`src/rtl/game_pkg.sv`:
```
// Shared definitions for the board-game turn datapath: player indices, draw palette,
// turn FSM states and width helpers.
package game_pkg;

  localparam int unsigned MAX_PLAYERS       = 8;
  localparam int unsigned DEFAULT_MAX_MOVES = 60;

  localparam logic [2:0] PLAYER_BLACK = 3'd0;
  localparam logic [2:0] PLAYER_WHITE = 3'd1;

  // Entries 0 and 1 are overridden to all-zeros / all-ones at any colour width.
  localparam logic [7:0] PALETTE [MAX_PLAYERS] = '{
    8'h00, 8'hff, 8'h04, 8'h02, 8'h01, 8'h06, 8'h05, 8'h03
  };

  typedef enum logic [1:0] {
    StStart,
    StWait,
    StOver
  } turn_state_e;

  function automatic int unsigned player_w(int unsigned n);
    return (n > 2) ? $clog2(n) : 1;
  endfunction

endpackage

```
`src/rtl/turn_sequencer_if.sv`:
```
// Turn control bundle between the commit logic, the turn sequencer and the draw path.
interface turn_sequencer_if
  import game_pkg::*;
#(
  parameter int unsigned NUM_PLAYERS = 2,
  parameter int unsigned COLOUR_W    = 3,
  parameter int unsigned MAX_MOVES   = DEFAULT_MAX_MOVES
);

  localparam int unsigned PW = player_w(NUM_PLAYERS);
  localparam int unsigned MW = $clog2(MAX_MOVES + 1);

  logic                new_game;
  logic                turn_done;
  logic                pass_req;
  logic                turn_start;
  logic [PW-1:0]       cur_player;
  logic [COLOUR_W-1:0] cur_colour;
  logic [MW-1:0]       move_count;
  logic [PW:0]         pass_count;
  logic                game_over;

  modport master (
    output new_game,
    output turn_done,
    output pass_req,
    input  turn_start,
    input  cur_player,
    input  cur_colour,
    input  move_count,
    input  pass_count,
    input  game_over
  );

  modport slave (
    input  new_game,
    input  turn_done,
    input  pass_req,
    output turn_start,
    output cur_player,
    output cur_colour,
    output move_count,
    output pass_count,
    output game_over
  );

endinterface

```
`src/rtl/player_palette.sv`:
```
// Combinational player index to draw colour lookup; also used for static pieces.
module player_palette
  import game_pkg::*;
#(
  parameter int unsigned PW       = 1,
  parameter int unsigned COLOUR_W = 3
) (
  input  logic [PW-1:0]       player,
  output logic [COLOUR_W-1:0] colour
);

  logic [2:0] idx;

  always_comb begin
    idx = 3'(player);
    if (idx == PLAYER_BLACK) begin
      colour = '0;
    end else if (idx == PLAYER_WHITE) begin
      colour = '1;
    end else begin
      colour = COLOUR_W'(PALETTE[idx]);
    end
  end

endmodule

```
`src/rtl/turn_sequencer.sv`:
```
// Rotating turn controller: tracks the player to move, committed moves and consecutive
// passes, strobes turn_start for the move-validity engine and flags end of game.
module turn_sequencer
  import game_pkg::*;
#(
  parameter int unsigned NUM_PLAYERS  = 2,
  parameter int unsigned COLOUR_W     = 3,
  parameter int unsigned MAX_MOVES    = DEFAULT_MAX_MOVES,
  parameter int unsigned FIRST_PLAYER = 0
) (
  input  logic              clk,
  input  logic              resetn,
  turn_sequencer_if.slave   bus
);

  localparam int unsigned PW = player_w(NUM_PLAYERS);
  localparam int unsigned MW = $clog2(MAX_MOVES + 1);

  localparam logic [PW-1:0] FirstPlayer = PW'(FIRST_PLAYER);
  localparam logic [PW-1:0] LastPlayer  = PW'(NUM_PLAYERS - 1);
  localparam logic [MW-1:0] MoveLimit   = MW'(MAX_MOVES);
  localparam logic [PW:0]   PassLimit   = (PW + 1)'(NUM_PLAYERS);

  turn_state_e   state_q, state_d;
  logic          primed_q, primed_d;
  logic [PW-1:0] player_q, player_d;
  logic [MW-1:0] moves_q, moves_d;
  logic [PW:0]   passes_q, passes_d;
  logic [PW-1:0] player_next;

  always_ff @(posedge clk or negedge resetn) begin
    if (!resetn) begin
      state_q  <= StStart;
      primed_q <= 1'b0;
      player_q <= FirstPlayer;
      moves_q  <= '0;
      passes_q <= '0;
    end else begin
      state_q  <= state_d;
      primed_q <= primed_d;
      player_q <= player_d;
      moves_q  <= moves_d;
      passes_q <= passes_d;
    end
  end

  assign player_next = (player_q == LastPlayer) ? '0 : player_q + PW'(1);

  // After reset or new_game START is entered unprimed: it spends one quiet cycle
  // arming before the strobe, so turn_start never coincides with the restart edge.
  always_comb begin
    state_d  = state_q;
    primed_d = primed_q;
    player_d = player_q;
    moves_d  = moves_q;
    passes_d = passes_q;

    if (bus.new_game) begin
      state_d  = StStart;
      primed_d = 1'b0;
      player_d = FirstPlayer;
      moves_d  = '0;
      passes_d = '0;
    end else begin
      unique case (state_q)
        StStart: begin
          if (primed_q) begin
            state_d = StWait;
          end else begin
            primed_d = 1'b1;
          end
        end
        StWait: begin
          if (bus.turn_done) begin
            player_d = player_next;
            moves_d  = moves_q + MW'(1);
            passes_d = '0;
            state_d  = (moves_d == MoveLimit) ? StOver : StStart;
          end else if (bus.pass_req) begin
            player_d = player_next;
            passes_d = passes_q + (PW + 1)'(1);
            state_d  = (passes_d == PassLimit) ? StOver : StStart;
          end
        end
        StOver: begin
        end
        default: begin
          state_d = StStart;
        end
      endcase
    end
  end

  always_comb begin
    bus.turn_start = (state_q == StStart) && primed_q;
    bus.game_over  = (state_q == StOver);
  end

  assign bus.cur_player = player_q;
  assign bus.move_count = moves_q;
  assign bus.pass_count = passes_q;

  player_palette #(
    .PW       (PW),
    .COLOUR_W (COLOUR_W)
  ) u_palette (
    .player (player_q),
    .colour (bus.cur_colour)
  );

endmodule
```
`src/flat_wrapper.sv`:
```
// flat-port wrapper written by rule: the top's interface ports become plain ports
module turn_sequencer_flat import game_pkg::*;
#(
  parameter int unsigned NUM_PLAYERS  = 2,
  parameter int unsigned COLOUR_W     = 3,
  parameter int unsigned MAX_MOVES    = DEFAULT_MAX_MOVES,
  parameter int unsigned FIRST_PLAYER = 0
)
  (clk, resetn, bus_new_game, bus_turn_done, bus_pass_req, bus_turn_start, bus_cur_player, bus_cur_colour, bus_move_count, bus_pass_count, bus_game_over);
  turn_sequencer_if #(.NUM_PLAYERS(NUM_PLAYERS), .COLOUR_W(COLOUR_W), .MAX_MOVES(MAX_MOVES)) bus_i ();
  input  logic clk;
  input  logic resetn;
  input wire logic [$bits(bus_i.new_game)-1:0] bus_new_game;
  input wire logic [$bits(bus_i.turn_done)-1:0] bus_turn_done;
  input wire logic [$bits(bus_i.pass_req)-1:0] bus_pass_req;
  output wire logic [$bits(bus_i.turn_start)-1:0] bus_turn_start;
  output wire logic [$bits(bus_i.cur_player)-1:0] bus_cur_player;
  output wire logic [$bits(bus_i.cur_colour)-1:0] bus_cur_colour;
  output wire logic [$bits(bus_i.move_count)-1:0] bus_move_count;
  output wire logic [$bits(bus_i.pass_count)-1:0] bus_pass_count;
  output wire logic [$bits(bus_i.game_over)-1:0] bus_game_over;
  assign bus_i.new_game = bus_new_game;
  assign bus_i.turn_done = bus_turn_done;
  assign bus_i.pass_req = bus_pass_req;
  assign bus_turn_start = bus_i.turn_start;
  assign bus_cur_player = bus_i.cur_player;
  assign bus_cur_colour = bus_i.cur_colour;
  assign bus_move_count = bus_i.move_count;
  assign bus_pass_count = bus_i.pass_count;
  assign bus_game_over = bus_i.game_over;
  turn_sequencer #(.NUM_PLAYERS(NUM_PLAYERS), .COLOUR_W(COLOUR_W), .MAX_MOVES(MAX_MOVES), .FIRST_PLAYER(FIRST_PLAYER)) u_core (.clk(clk), .resetn(resetn), .bus(bus_i));
endmodule
```
`config.mk`:
```
export PLATFORM = sky130hd
export DESIGN_NAME = turn_sequencer_flat
export DESIGN_NICKNAME = d
export VERILOG_FILES = /design/src/rtl/game_pkg.sv /design/src/rtl/turn_sequencer_if.sv /design/src/rtl/player_palette.sv /design/src/rtl/turn_sequencer.sv /design/src/flat_wrapper.sv
export SDC_FILE = /design/constraint.sdc
export NUM_CORES = 1
export LEC_CHECK = 0
export ABC_CLOCK_PERIOD_IN_PS = 1460
export CORE_UTILIZATION = 44
export DETAILED_ROUTE_END_ITERATION = 6
export PLACE_DENSITY = 0.77
export SETUP_SLACK_MARGIN = 0.3
export SLEW_MARGIN = 20
export SYNTH_ARGS = -nofsm -noshare
export SYNTH_HDL_FRONTEND = slang
export SYNTH_HIERARCHICAL = 1
export SYNTH_SLANG_ARGS = --single-unit
```
`constraint.sdc`:
```
create_clock -name clk -period 1.46 [get_ports clk]
set_clock_uncertainty 0.2 [all_clocks]
set_input_delay 0.365 -clock clk [delete_from_list [all_inputs] [get_ports clk]]
set_output_delay 0.365 -clock clk [all_outputs]
set_load 0.02 [all_outputs]
```
==> results.toml, run 1 <==
[clocking]
worstSkewPairLatency_ns = 0.27
clock_tree_from_tritoncts = "built"
cts_max_path_buffers = 2
cts-buffers-inserted = 3
number_of_buffers_inserted_for_hold_repair_after_clock_tree_synthesis = 0
worst_setup_hold_path_clk_slew_ns = 0.07
htree_num_levels = 1
clock_sinks = 12
cts_root_buffer = "sky130_fd_sc_hd__clkbuf_4"

[global_routing]
grt_max_degree = 13
grt-ovfl-total = 0
grt_util_all_layers_pct = 21.5
grt_pass1_vias = 524
grt_first_pass_wirelength_um = 2120
number_of_antenna_violations_at_the_first_check_in_global_routing = 0

[floorplanning]
floorplan.die.height_um = 40.2
core-area_sq_um = 1330
floorplan.rows = 13
starting_density_of_the_core_pct = 48.0
design.die.area_sq_um = 1610
boundaryPins = 19
die_x_um = 40.2

[place]
detailed_place_hpwl_um = 1000
placedInstanceArea_sq_um = 951
port-buffer-count = 18
gpl.final_weighted_congestion = 0.790

[detailed_routing]
route.detailed.vias_per_inst = 4.99
firstDrtPassIters = 4
total_wire_length_after_detailed_routing_um = 1580
detail-route-antenna-nets = 0
detailedRoute.firstIterationViolations = 7
wl_per_cell_um = 13.4
route.vias.total = 589
drcViolationCount = 0

[timing]
slew_violations = 0
hold_slack_ns = 0.192
final_hold_viol_count = 0
grt_setup_unrepaired = "yes"
final.min_clock_period_ns = 1.66
report.final.setup_viol = 11
fmax_ghz = 0.604
layout_setup_ws_ns = -0.197
fin_crit_sh_pct = 113
worstMarginPinSlew_ns = 0.182
relative_max_transition_margin_pct = 87.9
setup_total_negative_slack_ns = -0.895

[critical_path]
startpoint_type = "flop"
crit_path_max_fanout = 5
cp.required_ns = 0.89
worstPathArrival_ns = 1.09
timing.critical_path.to_type = "primary output"
path_class = "reg2out"

[finish]
multi_input_area_sq_um = 362
fillCellCount = 81
num-nets-final = 112
num_antenna_cells = 0
finish.instance_area_sq_um = 1120
drive_gt1_share_pct = 62.1
seqCellArea_sq_um = 308
synthToLayoutAreaGrowth_pct = 75.2

[power]
p_per_area_nw_per_um2 = 698
p_switching_mw = 0.192
internal_power_mw = 0.591
switching_share_pct = 24.6
power_leakage_nw = 0.546
vdd_ir_drop_max_uv = 628
final_power_mw = 0.783
clk_network_pwr_share_pct = 32.5
power.share.combinational_pct = 22.5
sequentialPowerShare_pct = 44.9

[yosys]
synthesis.instances = 63
synth.area.mux_share_pct = 3.13
postSynthNetCount = 71
synth_area_leader_cell = "sky130_fd_sc_hd__dfrtp_1"
yosys_register_bits = 12
synthSimpleGateAreaFrac_pct = 22.9
adder_and_majority_gate_portion_of_the_synthesized_area_pct = 5.86
compound_gate_portion_of_the_synthesized_area_pct = 3.91
postSynthAreaPerCell_sq_um = 10.2
synth_area_sq_um = 641
yosys.cell_types.count = 21
synth_seq_area_share_pct = 46.9
synth_largest_type_area_fraction_pct = 46.9
yosys.area_share.xor_xnor_pct = 10.9
cells_taking_the_most_area_after_synthesis = "sky130_fd_sc_hd__dfrtp_1 (47%), sky130_fd_sc_hd__xor2_1 (9.6%), sky130_fd_sc_hd__nor2_1 (8.2%), sky130_fd_sc_hd__ha_1 (5.9%), sky130_fd_sc_hd__buf_4 (3.5%)"
ys.warnings.count = 6
dominant_combinational_cell_family_by_area_after_synthesis = "simple AND/OR/NAND/NOR gates"

[outcome]
violations = "setup timing"
run_status = "finished, violations left"

[job]
cap_violations = 0

[hold_path]
hp-class = "in2async"
==> flip-flops by register name, indices dropped and copies added (netlist names) <==
| register | flops |
|---|---|
| u_core/state_q | 2 |
| u_core/primed_q | 1 |
| u_core/bus.cur_player | 1 |
| u_core/bus.pass_count | 2 |
| u_core/bus.move_count | 6 |
==> worst max-delay path, cell delays in order, from the launching register on <==
cell and delay, ns:
sky130_fd_sc_hd__dfrtp_1 0.42, sky130_fd_sc_hd__nor2_2 0.15, sky130_fd_sc_hd__and2_4 0.16, sky130_fd_sc_hd__buf_6 0.11
==> power groups by stage <==
stage               Clock (mW)  Combinational, mW  Sequential [mW]
floorplan                    0             0.0641            0.366
global placement             0              0.129            0.355
detailed placement           0              0.133            0.356
CTS                      0.269              0.161            0.351
global route             0.282              0.189            0.353
finish                   0.255              0.176            0.352
==> path summary, 6_finish.rpt <==
| check | start | endpoint | slack [ns] | cells after the start |
|---|---|---|---|---|
| min in group clk | u_core/primed_q$_DFFE_PN0P_ | u_core/primed_q$_DFFE_PN0P_ | 0.32 | 2 |
| max in group asynchronous | resetn | u_core/bus.move_count[0]$_DFFE_PN0P_ | 0.70 | 2 |
| hold reg to reg | u_core/primed_q$_DFFE_PN0P_ | u_core/primed_q$_DFFE_PN0P_ | 0.32 | 2 |
| setup reg to reg | u_core/state_q[1]$_DFFE_PN0P_ | u_core/bus.move_count[2]$_DFFE_PN0P_ | -0.09 | 6 |
| setup / recovery | u_core/state_q[0]$_DFFE_PN0P_ | bus_turn_start | -0.20 | 3 |
| hold / removal | resetn | u_core/bus.move_count[3]$_DFFE_PN0P_ | 0.19 | 2 |
==> Yosys cell counts (all sizes together) <==
library cell  number
xor2               7
and3               1
dfrtp             12
and4b              1
and2               1
clkbuf             1
buf                4
inv                1
mux2i              2
and2b              2
nand2              2
nor2b              1
and3b              1
xnor2              1
ha                 3
nand4              3
a21oi              3
nor2              14
o21ai              2
and4bb             1
==> through the flow <==
stage / instances / util (%) / setup slack [ns]
after floorplan: 63 / - / 0.127
after global placement: 106 / 71.3 / -0.407
after detailed placement: 106 / 71.3 / -0.420
after CTS: 115 / 80.9 / -0.188
after global routing: 118 / 84.1 / -0.241
final: 118 / 84.1 / -0.197
==> per-layer routing <==
metal	vias to the layer above	track usage (%)	wire (um)
li1	285	-	-
met1	283	21.3	671
met2	19	41.1	839
met3	2	3.33	61
met4	0	12.9	8
met5	-	0	0
==> placed cells by master (no fill, tap or decap), types with 2 or more instances in the layout <==
master,n
sky130_fd_sc_hd__and2b_2,2
sky130_fd_sc_hd__mux2i_1,2
sky130_fd_sc_hd__xor2_1,6
sky130_fd_sc_hd__nand2_2,2
sky130_fd_sc_hd__buf_6,21
sky130_fd_sc_hd__nor2_1,12
sky130_fd_sc_hd__a21oi_1,3
sky130_fd_sc_hd__dlygate4sd2_1,2
sky130_fd_sc_hd__clkbuf_4,3
sky130_fd_sc_hd__ha_2,2
sky130_fd_sc_hd__dfrtp_2,6
sky130_fd_sc_hd__nor2_2,2
sky130_fd_sc_hd__clkdlybuf4s50_1,2
sky130_fd_sc_hd__dfrtp_1,6
sky130_fd_sc_hd__buf_4,16
sky130_fd_sc_hd__nand4_1,3
==> cell type report <==
type                    instances  share of cell area (%)
inverters                       1                   0.334
clock buffers                   4                    3.23
flip-flops and latches         12                    27.4
well taps                      15                    1.67
multi-input cells              45                    32.2
repair buffers                 41                    35.1
==> repair_timing <==
action                                  CTS  global route
endpoints found under the setup margin   25            26
resized for setup                        96             5
setup buffers                             5             3
pin swaps                                 7             4
==> cells by family after synthesis <==
family / count (synthesis)
adders and majority gates: 3
and+or+nand+nor: 27
xor gates and xnor gates: 8
DFF: 12
buffers and inverters: 6
muxes: 2
AOI/OAI and AO/OA: 5
No activity file was read; power rests on OpenSTA's default activity.
==> inputs of run 2 (changes only) <==
--- a/config.mk
+++ b/config.mk
@@ -11,5 +11,5 @@
 export PLACE_DENSITY = 0.77
 export SETUP_SLACK_MARGIN = 0.3
-export SLEW_MARGIN = 20
+export SLEW_MARGIN = 10
 export SYNTH_ARGS = -nofsm -noshare
 export SYNTH_HDL_FRONTEND = slang
--- a/constraint.sdc
+++ b/constraint.sdc
@@ -3,3 +3,3 @@
 set_input_delay 0.365 -clock clk [delete_from_list [all_inputs] [get_ports clk]]
 set_output_delay 0.365 -clock clk [all_outputs]
-set_load 0.02 [all_outputs]
+set_load 0.1 [all_outputs]
==> run 2 against run 1 <==
The flow still finishes with violations (setup timing). Count of clock-buffer cells in the layout unchanged. Design area is 13% higher. Combinational power up 65%. Critical endpoint unchanged.
==> results.toml, run 2 (synthesis gave the netlist of run 1 again) <==
[detailed_routing]
firstDrtPassIters = 4
route.vias.total = 644
detailedRoute.firstIterationViolations = 19
total_wire_length_after_detailed_routing_um = 2420
route.detailed.vias_per_inst = 5.60
drcViolationCount = 0
wl_per_cell_um = 21.1
detail-route-antenna-nets = 0

[timing]
worstMarginPinSlew_ns = 0.249
fmax_ghz = 0.554
final.min_clock_period_ns = 1.81
grt_setup_unrepaired = "yes"
relative_max_transition_margin_pct = 83.4
layout_setup_ws_ns = -0.345
fin_crit_sh_pct = 124
slew_violations = 0
final_hold_viol_count = 0
report.final.setup_viol = 22

[power]
clk_network_pwr_share_pct = 30.7
final_power_mw = 0.943
p_per_area_nw_per_um2 = 744
vdd_ir_drop_max_uv = 617
internal_power_mw = 0.612
p_switching_mw = 0.330
power.share.combinational_pct = 30.8
switching_share_pct = 35.0
power_leakage_nw = 0.549
sequentialPowerShare_pct = 38.5

[global_routing]
grt_pass1_vias = 577
grt-ovfl-total = 0
grt_first_pass_wirelength_um = 2570
grt_max_degree = 13
number_of_antenna_violations_at_the_first_check_in_global_routing = 0
grt_util_all_layers_pct = 26.1

[clocking]
clock_sinks = 12
cts_max_path_buffers = 2
cts-buffers-inserted = 3
htree_num_levels = 1
cts_root_buffer = "sky130_fd_sc_hd__clkbuf_4"
clock_tree_from_tritoncts = "built"
worst_setup_hold_path_clk_slew_ns = 0.09
number_of_buffers_inserted_for_hold_repair_after_clock_tree_synthesis = 0
worstSkewPairLatency_ns = 0.28

[critical_path]
worst_path_max_delay_cell = "sky130_fd_sc_hd__dfrtp_1"
crit_path_max_fanout = 4
startpoint_type = "flop"
timing.critical_path.depth = 3
regToRegSetupSlack_ns = -0.26
critical_path.cell_chain = "nor2_2 > and2_4 > buf_12"
worstPathArrival_ns = 1.24
r2r-start = "u_core/state_q[1]$_DFFE_PN0P_"
worst_r2r_endpoint = "u_core/bus.move_count[4]$_DFFE_PN0P_"
cp.buffers_inverters = 1
worst_setup_path_endpoint = "bus_turn_start"
timing.critical_path.from = "u_core/state_q[0]$_DFFE_PN0P_"
critical_path.top_delay_family = "flip-flops"
ff2ff_path_depth = 5
path_class = "reg2out"
timing.critical_path.to_type = "primary output"
cp.required_ns = 0.89
cpPeakStageDelay_ns = 0.45

[place]
gpl.final_weighted_congestion = 0.799
post-place-ws_ns = -0.456
port-buffer-count = 18
dp_cells = 96
detailed_place_hpwl_um = 1020

[finish]
finish.cell_count_without_fillers = 115
most_frequent_cells_in_the_layout = "sky130_fd_sc_hd__buf_12 (14), sky130_fd_sc_hd__nor2_1 (13), sky130_fd_sc_hd__buf_4 (13)"
drive_gt1_share_pct = 64.0
synthToLayoutAreaGrowth_pct = 97.9
num_antenna_cells = 0
largest_register_ffs = 6
leading_cell_type_in_the_layout_fill_and_taps_excluded = "sky130_fd_sc_hd__buf_12"
num-nets-final = 109
fillCellCount = 32
multi_input_area_sq_um = 379
seqCellArea_sq_um = 334

[floorplanning]
floorplan.rows = 13
design.die.area_sq_um = 1610
starting_density_of_the_core_pct = 48.0
core-area_sq_um = 1330
die_x_um = 40.2
floorplan.die.height_um = 40.2
boundaryPins = 19

[outcome]
violations = "setup timing"
run_status = "finished, violations left"

[job]
cap_violations = 0

[hold_path]
hp-class = "in2async"
==> run 2: cell types whose count changed in the layout (fill, tap and decap cells not counted), moves of 2 or more <==
cell,change
sky130_fd_sc_hd__dfrtp_4,+9
sky130_fd_sc_hd__buf_12,+14
sky130_fd_sc_hd__buf_4,-3
sky130_fd_sc_hd__buf_6,-14
sky130_fd_sc_hd__dfrtp_2,-6
sky130_fd_sc_hd__dfrtp_1,-3
sky130_fd_sc_hd__ha_2,-2
==> run 2: routing by layer <==
metal	GRT usage, %	wire, um	part of all wire (%)
met1	30.4	915	38
met2	42.7	1270	52
met3	6.67	165	6.8
met4	15.5	74	3.1
met5	0	0	0
==> run 2: area by class of cell <==
cell class	instances	share of cell area, %
Inverter	1	0.296
Sequential cell	12	26.4
Tap cell	15	1.48
Clock buffer	4	2.86
Multi-Input combinational cell	45	29.9
Timing Repair Buffer	38	39.1
==> run 2: worst min-delay path by stage <==
stage	startpoint	endpoint	slack, ns	cells after the start
3_5_place_dp	u_core/primed_q$_DFFE_PN0P_	u_core/primed_q$_DFFE_PN0P_	0.30	2
4_1_cts	resetn	u_core/bus.cur_player$_DFFE_PN0P_	0.18	2
2_1_floorplan	resetn	u_core/primed_q$_DFFE_PN0P_	-0.13	0
3_3_place_gp	u_core/primed_q$_DFFE_PN0P_	u_core/primed_q$_DFFE_PN0P_	0.28	2
5_1_grt	resetn	u_core/bus.cur_player$_DFFE_PN0P_	0.20	2
6_report	resetn	u_core/bus.move_count[4]$_DFFE_PN0P_	0.18	2
==> run 2: through the flow <==
step                area (sq um)  utilization (%)  TNS [ns]  hold slack (ns)
floorplan                    756                -   -0.0880           -0.131
global placement            1060             79.3     -3.25            0.282
detailed placement          1060             79.3     -3.50            0.300
CTS                         1210             90.8     -1.66            0.179
global route                1270             95.0     -3.42            0.197
finish                      1270             95.0     -2.91            0.181
==> run 2: power by group through the flow <==
stage	registers (mW)	clock network, mW	logic (mW)
after floorplan	0.406	0	0.140
after global placement	0.371	0	0.244
after detailed placement	0.372	0	0.248
after CTS	0.362	0.277	0.270
after global routing	0.364	0.307	0.300
final	0.363	0.289	0.290
==> run 2: what timing repair did <==
action | 4_1_cts | 5_1_grt
pin swaps | 5 | 7
resized for setup | 12 | 4
gates cloned | 0 | 0
endpoints found under the setup margin | 25 | 26
buffers inserted | 10 | 5
==> run 2: worst reg2reg max path: cells and delay by family, from the launching register on <==
family	cells	cell delay, ns
xor+xnor	1	0.20
buf+inv	1	0.16
simple gates	3	0.64
flops	1	0.43
